<file path="src/rtl/sm_stream_reader_if.sv">
// Write-port and stream-out signal bundle for sm_stream_reader.
// The slave side is the reader block; the master side is the Sorter/consumer pair.
interface sm_stream_reader_if #(
    parameter int DATA_WIDTH       = 32,
    parameter int LOG2_ELEMENT_NUM = 7
);
    logic                        SM_valid;
    logic [LOG2_ELEMENT_NUM-1:0] SM_addr;
    logic [DATA_WIDTH-1:0]       SM_data;
    logic                        done;
    logic                        out_valid;
    logic                        out_ready;
    logic [DATA_WIDTH-1:0]       out_data;
    logic [LOG2_ELEMENT_NUM-1:0] out_idx;
    logic                        out_last;

    modport slave (
        input  SM_valid, SM_addr, SM_data, done, out_ready,
        output out_valid, out_data, out_idx, out_last
    );

    modport master (
        output SM_valid, SM_addr, SM_data, done, out_ready,
        input  out_valid, out_data, out_idx, out_last
    );
endinterface

</file>
<file path="src/rtl/sm_stream_reader.sv">
// Captures the Sorter's sorted-memory writes, then on the rising edge of done streams
// the whole store out in ascending address order over valid/ready.
module sm_stream_reader #(
    parameter int DATA_WIDTH       = 32,
    parameter int ELEMENT_NUM      = 128,
    parameter int LOG2_ELEMENT_NUM = 7
) (
    input  logic              clk_mn,
    input  logic              rst,
    sm_stream_reader_if.slave bus,
    output logic              busy,
    output logic              miss_err,
    output logic              wr_err
);
    localparam logic [LOG2_ELEMENT_NUM-1:0] LAST_IDX = LOG2_ELEMENT_NUM'(ELEMENT_NUM - 1);

    typedef enum logic {FILL, DRAIN} state_t;

    state_t                      state_q, state_d;
    logic                        done_d;
    logic                        start;
    logic                        fill_wr;
    logic                        hshake;
    logic [ELEMENT_NUM-1:0]      written_q;
    logic [ELEMENT_NUM-1:0]      wr_onehot;
    logic [DATA_WIDTH-1:0]       store [ELEMENT_NUM];
    logic                        valid_q;
    logic                        last_q;
    logic [LOG2_ELEMENT_NUM-1:0] idx_q;
    logic [LOG2_ELEMENT_NUM-1:0] nxt_idx;
    logic [DATA_WIDTH-1:0]       data_q;

    assign fill_wr = bus.SM_valid && (state_q == FILL);
    assign hshake  = valid_q && bus.out_ready;
    assign nxt_idx = idx_q + 1'b1;
    assign busy    = (state_q == DRAIN);

    assign bus.out_valid = valid_q;
    assign bus.out_idx   = idx_q;
    assign bus.out_data  = data_q;
    assign bus.out_last  = last_q;

    always_comb begin
        wr_onehot = '0;
        if (fill_wr) wr_onehot[bus.SM_addr] = 1'b1;
    end

    always_comb begin
        state_d = state_q;
        start   = 1'b0;
        case (state_q)
            FILL: begin
                if (bus.done && !done_d) begin
                    state_d = DRAIN;
                    start   = 1'b1;
                end
            end
            DRAIN: begin
                if (hshake && last_q) state_d = FILL;
            end
            default: state_d = FILL;
        endcase
    end

    // Store is deliberately outside the reset domain; only the bitmap tracks validity.
    always_ff @(posedge clk_mn) begin
        if (fill_wr) store[bus.SM_addr] <= bus.SM_data;
    end

    always_ff @(posedge clk_mn or negedge rst) begin
        if (!rst) begin
            state_q   <= FILL;
            done_d    <= 1'b0;
            written_q <= '0;
            valid_q   <= 1'b0;
            last_q    <= 1'b0;
            idx_q     <= '0;
            data_q    <= '0;
            miss_err  <= 1'b0;
            wr_err    <= 1'b0;
        end else begin
            state_q   <= state_d;
            done_d    <= bus.done;
            written_q <= written_q | wr_onehot;
            if (bus.SM_valid && state_q == DRAIN) wr_err <= 1'b1;

            if (start) begin
                valid_q <= 1'b1;
                idx_q   <= '0;
                last_q  <= (LAST_IDX == '0);
                // The done-edge cycle write has not reached the store yet; forward it.
                data_q  <= (fill_wr && bus.SM_addr == '0) ? bus.SM_data : store[0];
                if (!(&(written_q | wr_onehot))) miss_err <= 1'b1;
            end else if (state_q == DRAIN && hshake) begin
                if (last_q) begin
                    valid_q   <= 1'b0;
                    last_q    <= 1'b0;
                    idx_q     <= '0;
                    written_q <= '0;
                end else begin
                    idx_q  <= nxt_idx;
                    data_q <= store[nxt_idx];
                    last_q <= (nxt_idx == LAST_IDX);
                end
            end
        end
    end
endmodule

</file>
<file path="src/flat_wrapper.sv">
// flat-port wrapper written by rule: the top's interface ports become plain ports
module sm_stream_reader_flat 
#(
    parameter int DATA_WIDTH       = 32,
    parameter int ELEMENT_NUM      = 128,
    parameter int LOG2_ELEMENT_NUM = 7
)
  (clk_mn, rst, busy, miss_err, wr_err, bus_SM_valid, bus_SM_addr, bus_SM_data, bus_done, bus_out_ready, bus_out_valid, bus_out_data, bus_out_idx, bus_out_last);
  sm_stream_reader_if #(.DATA_WIDTH(DATA_WIDTH), .LOG2_ELEMENT_NUM(LOG2_ELEMENT_NUM)) bus_i ();
  input  logic clk_mn;
  input  logic rst;
  output logic busy;
  output logic miss_err;
  output logic wr_err;
  input wire logic [$bits(bus_i.SM_valid)-1:0] bus_SM_valid;
  input wire logic [$bits(bus_i.SM_addr)-1:0] bus_SM_addr;
  input wire logic [$bits(bus_i.SM_data)-1:0] bus_SM_data;
  input wire logic [$bits(bus_i.done)-1:0] bus_done;
  input wire logic [$bits(bus_i.out_ready)-1:0] bus_out_ready;
  output wire logic [$bits(bus_i.out_valid)-1:0] bus_out_valid;
  output wire logic [$bits(bus_i.out_data)-1:0] bus_out_data;
  output wire logic [$bits(bus_i.out_idx)-1:0] bus_out_idx;
  output wire logic [$bits(bus_i.out_last)-1:0] bus_out_last;
  assign bus_i.SM_valid = bus_SM_valid;
  assign bus_i.SM_addr = bus_SM_addr;
  assign bus_i.SM_data = bus_SM_data;
  assign bus_i.done = bus_done;
  assign bus_i.out_ready = bus_out_ready;
  assign bus_out_valid = bus_i.out_valid;
  assign bus_out_data = bus_i.out_data;
  assign bus_out_idx = bus_i.out_idx;
  assign bus_out_last = bus_i.out_last;
  sm_stream_reader #(.DATA_WIDTH(DATA_WIDTH), .ELEMENT_NUM(ELEMENT_NUM), .LOG2_ELEMENT_NUM(LOG2_ELEMENT_NUM)) u_core (.clk_mn(clk_mn), .rst(rst), .bus(bus_i), .busy(busy), .miss_err(miss_err), .wr_err(wr_err));
endmodule
</file>
<file path="config.mk">
export PLATFORM = sky130hd
export DESIGN_NAME = sm_stream_reader_flat
export DESIGN_NICKNAME = d
export VERILOG_FILES = /design/src/rtl/sm_stream_reader_if.sv /design/src/rtl/sm_stream_reader.sv /design/src/flat_wrapper.sv
export SDC_FILE = /design/constraint.sdc
export NUM_CORES = 2
export LEC_CHECK = 0
export ABC_AREA = 0
export BUFFER_PORTS_ARGS = -buffer_cell sky130_fd_sc_hd__buf_2
export CORE_ASPECT_RATIO = 0.5
export CORE_MARGIN = 4
export CORE_UTILIZATION = 45
export CTS_BUF_LIST = sky130_fd_sc_hd__clkbuf_4
export CTS_CLUSTER_SIZE = 12
export DETAILED_ROUTE_END_ITERATION = 6
export MAX_ROUTING_LAYER = met4
export REMOVE_ABC_BUFFERS = 1
export SLEW_MARGIN = 20
export SYNTH_ARGS = -nofsm -noshare
export SYNTH_HDL_FRONTEND = slang
export SYNTH_SLANG_ARGS = --single-unit
</file>
<file path="constraint.sdc">
create_clock -name clk_mn -period 13.3 [get_ports clk_mn]
set_input_delay 2.66 -clock clk_mn [delete_from_list [all_inputs] [get_ports clk_mn]]
set_output_delay 2.66 -clock clk_mn [all_outputs]
set_load 0.005 [all_outputs]
</file>
* Word level (Yosys, flattened, before mapping)
Memories as Yosys holds them, arrays and structs flattened.
Cells that the tools add are included.
W data, S select, Z words.
** Word-level totals
- Flip-flop bits (word level) :: 173
- RAM bits :: 4096
- Bits of input ports :: 44
- Word-level logic and storage cells :: 59
- Memories kept :: 1
** Memory list
- u_core.store :: depth 128, width 32, rd ports 2, clocked after memory_dff 0, wr ports 1, line sm_stream_reader.sv:26 : logic [DATA_WIDTH-1:0] store [ELEMENT_NUM];
** Cells by class
- $add $sub $neg :: 1
- Order comparisons :: 2
- Equal/unequal tests :: 2
- Muxes and demuxes :: 25
- Bitwise logic cells :: 3
- Reduce and logical (&&, ||, !) cells :: 16
** Operator list (count)
- $mux W128 :: 4
- $mux W32 :: 4
- $or A128 B128 Y128 :: 1
- $reduce_and A128 Y1 :: 1
- $mux W7 :: 3
- $mux W1 :: 12
- $logic_and A1 B1 Y1 :: 8
- $lt A7 B8 Y1 const B :: 1
- $add A7 B1 Y7 const B :: 1
- $demux W1 S7 :: 1
- $eq A7 B7 Y1 const B :: 1
- $ge A7 B1 Y1 const B :: 1
- $logic_not A7 Y1 :: 1
- $reduce_and A2 Y1 :: 3
- $reduce_bool A2 Y1 :: 2
- $ne A2 B1 Y1 const B :: 1
- $not A1 Y1 :: 2
- $pmux W1 S2 :: 1
- $logic_not A1 Y1 :: 1

* Logic depth before layout (Yosys ltp)
- Word-level depth :: 9
- Mapped depth :: 15
- Depth with buffers taken out :: 9

* Worst setup path before layout
Ideal clock, no wire load.
- Path type :: input port to flip-flop
- Start :: in bus_SM_addr[6]
- End :: reg u_core.miss_err
- Library setup time :: 0.136 ns
- Data arrival time :: 6.555 ns
- Path slack :: 6.609 ns
- Stages :: 9
- Path buffers :: 2
- Cell sequence :: clkbuf_1 -> nand4b_1 -> clkbuf_1 -> nor3_1 -> a21oi_1 -> nor4_1 -> nand4_1 -> nor4_1 -> a31oi_1
** Between the ends
- Longest elaborated chain between the ends :: 9
** Ends and longest elaborated chain
- start: declaration :: line flat_wrapper.sv:16 : input wire logic [$bits(bus_i.SM_addr)-1:0] bus_SM_addr;
- $lt A7 B8 Y1 (not written as such) or $ge A7 B1 Y1 (tied branches) :: line sm_stream_reader.sv:45 : if (fill_wr) wr_onehot[bus.SM_addr] = 1'b1;
- $logic_and A1 B1 Y1 (not written as such) :: line sm_stream_reader.sv:45
- $mux W1 (not written as such) :: line sm_stream_reader.sv:45
- $demux W1 S7 (*)
- $mux W128 (*) :: line sm_stream_reader.sv:45
- $or A128 B128 Y128 (*) :: line sm_stream_reader.sv:93 : if (!(&(written_q | wr_onehot))) miss_err <= 1'b1;
- $reduce_and A128 Y1 (*) :: line sm_stream_reader.sv:93
- $not A1 Y1 (no line) (*)
- $reduce_and A2 Y1 (no line) (*)
- end signal: assignment :: line sm_stream_reader.sv:79 : miss_err <= 1'b0;
- end signal: assignment :: line sm_stream_reader.sv:93
- end: declaration :: line sm_stream_reader.sv:12 : output logic miss_err,
Mark *: on every way between the ends. The rest lies on a longest branch, timed or not.
A chain may end at the register's enable or synchronous reset.

* Final worst setup path
- Start :: reg u_core.idx_q[0] (netlist: u_core.bus.out_idx[0])
- End :: out bus_out_idx[0]
** RTL lines
- start: declaration :: line sm_stream_reader.sv:29 : logic [LOG2_ELEMENT_NUM-1:0] idx_q;
- start signal: assignment :: line sm_stream_reader.sv:101 : idx_q <= nxt_idx;
- end: declaration :: line flat_wrapper.sv:22 : output wire logic [$bits(bus_i.out_idx)-1:0] bus_out_idx;
No word-level cell between the ends.

==> metrics.yaml <==
synth_area_leaders: "edfxtp_1 (75%), mux4_2 (10%), mux2i_1 (2.8%)"
synth_largest_area_cell: "edfxtp_1"
die_h_um: 435
grt_antenna_before_repair: 56
fmax_ghz: 0.140
dr.pass1.iters: 6
core_area_um2: 362000
yosys_warnings: 0
path_common_cell: "buf_4"
powerDensity_nw_per_um2: 194
grt-ovfl-total: 0
hold_class: "reg -> reg"
wl_per_cell_um: 33.4
finalSetupViolations: 0
cp_data_arrival_time_ns: 4.49
p_leak_nw: 60.4
multi_input_area_um2: 35800
rr_worst_depth: 11
tightest_slew_ns: 1.28
fin_nets: 9392
ant_nets: 0
die_area_um2: 375000
worst_setup_path_end_kind: "output pin"
skew_ns: 0.0874
path_max_fanout: 57
dp_slack_ns: 6.71
synth_area_um2: 164000
yosysSeqAreaShare_pct: 77.6
seqCellArea_um2: 127000
num_rows: 156
vias: 91711
synth_edf_count: 4096
numPortBuffers: 87
cts_sinks: 4269
finalHoldViolCount: 0
via_per_inst: 6.12
dp_hpwl_um: 274000
insertion_delay_ns: 1.47
synth_top_area_share_pct: 74.9
synth.distinct_cells: 70
power.total_mw: 35.9
cts_tree: "done"
period_needed_ns: 7.15
slowest_delay_ns: 0.85
setup_slack_ns: 6.15
drive_above_1_share_pct: 28.4
design_area_um2: 185000
worst_setup_path_start_kind: "flop"
gp_congestion: 0.861
criticalPathCategory: "reg -> out"
syn_area_per_cell_um2: 19.3
slew_violations: 0
cts_root_buf: "clkbuf_4"
critPathSlowestCell: "dfrtp_4"
ctsHoldBuffers: 0
final_core_util_pct: 51.0
required_ns: 10.64
fillCellCount: 29455
vdd_drop_max_v: 0.000321
tns_ns: 0
pin_count: 88
ys_ff_latch: 4269
area_delta_synth_final_pct: 12.5
post_cts_buffers: 0
maxCapViolations: 0
start_util_pct: 45.3
htree_levels: 6
post-route-period-util_pct: 53.8
grt_pass1_vias: 89638
drt_first_iter_violations: 13827
rsz0062_at_grt: "false"
place_area_um2: 172000
grt_first_pass_wirelength_um: 696000
die_w_um: 862
slew_headroom_pct: 14.4
cts-resized-gates: 0
syn_inst: 8511
stdcell_count: 14975
clkTransAtPathRegs_ns: 0.07
outcome: "finished clean"
dp_cells: 13207
holdWs_ns: 0.479
drc: 0
clk_path_buf_depth: 4
synth-main-ff-cell: "edfxtp_1"
hold_path_depth: 2
synth-async-reset-ratio_pct: 4.05
grt_max_degree: 114
crit_chain: "buf_4 -> buf_4 -> buf_12 -> buf_2"
grt_use_total_pct: 27.0
routed_wl_um: 500000
cts_made_buffers: 947
-- kinds of logic after synthesis --
logic type,synth area share (%)
XOR/XNOR,0.0534
AND/OR/NAND/NOR,4.27
buffers and inverters,1.41
multiplexers,13.1
adder cells (fa/ha/maj),0.0152
AO/OA/AOI/OAI,3.59
flip-flops,77.6
-- worst max-delay path: cells and delay by family (launching register included) --
family / cells / cell delay (ns)
buffers and inverters: 4 / 1.91
flip-flops: 1 / 0.85
-- Yosys cell counts, types with 51 or more instances --
cell / n
edfxtp_1: 4096
nand2_1: 896
mux4_2: 752
mux2i_1: 455
nor2_1: 365
clkbuf_1: 303
a21oi_1: 185
a32oi_1: 183
dfrtp_1: 173
nand3_1: 168
buf_2: 157
a221oi_1: 131
a31oi_1: 111
o21ai_1: 61
and3_1: 60
nor4_1: 58
a211oi_1: 51
a22oi_1: 51
-- per-layer routing --
metal / part of all wire, % / vias to the layer above / GRT usage, % / wire length [um]
li1: - / 36998 / - / -
met1: 41 / 48514 / 38.0 / 203000
met2: 45 / 5430 / 39.0 / 225000
met3: 11 / 769 / 6.65 / 55200
met4: 3.3 / 0 / 8.58 / 16300
met5: 0 / - / - / 0
-- report_power, final --
| group | total (mW) | leakage (nW) | internal [mW] | switching [mW] |
|---|---|---|---|---|
| clock network | 10.3 | 7.36 | 5.18 | 5.14 |
| logic | 10.6 | 13.9 | 3.79 | 6.85 |
| registers | 14.9 | 39.1 | 14.8 | 0.175 |
| total | 35.9 | 60.4 | 23.7 | 12.2 |
-- path summary, 6_finish.rpt --
path	startpoint	endpoint	slack [ns]
hold / removal	u_core.written_q[78]$_DFF_PN0_	u_core.written_q[78]$_DFF_PN0_	0.48
hold reg to reg	u_core.written_q[78]$_DFF_PN0_	u_core.written_q[78]$_DFF_PN0_	0.48
setup reg to reg	u_core.bus.out_idx[0]$_DFFE_PN0P_	u_core.bus.out_data[31]$_DFFE_PN0P_	6.63
max in group asynchronous	rst	u_core.written_q[122]$_DFF_PN0_	9.77
min in group asynchronous	rst	u_core.bus.out_data[30]$_DFFE_PN0P_	1.21
setup / recovery	u_core.bus.out_idx[0]$_DFFE_PN0P_	bus_out_idx[0]	6.15
-- state kept, by name, summed over array words and instances, names as in the netlist --
name / count
u_core.bus.out_idx: 7
u_core.busy: 1
u_core.bus.out_last: 1
u_core.done_d: 1
u_core.bus.out_data: 32
u_core.miss_err: 1
u_core.written_q: 128
u_core.store: 4096
u_core.bus.out_valid: 1
u_core.wr_err: 1
-- placed cells by master, fill, tap and decap left out, types with 48 or more instances in the layout --
master    synthesis  final
and3_1           60     60
a211oi_1         51     48
a31oi_1         111    110
nor2_4            1    127
a221oi_1        131    131
a21oi_1         185    185
o21ai_1          61     62
buf_2           157     54
edfxtp_1       4096   4096
nor4_1           58     57
nand3_1         168    168
nor2_1          365    244
clkinv_1          0    207
nand2_1         896    888
buf_4            24    330
dfrtp_1         173    172
a32oi_1         183    183
mux2i_1         455    455
mux4_2          752    752
clkbuf_4          2   1471
a22oi_1          51     51
-- layout make-up --
type	instances	area share [%]
Multi-Input combinational cell	3717	19.4
Clock inverter	250	0.662
Clock buffer	1471	5.98
Antenna cell	38	0.0515
Timing Repair Buffer	407	1.72
Tap cell	4819	3.26
Inverter	4	0.00813
Sequential cell	4269	68.9
No activity file was read; power rests on OpenSTA's default activity.
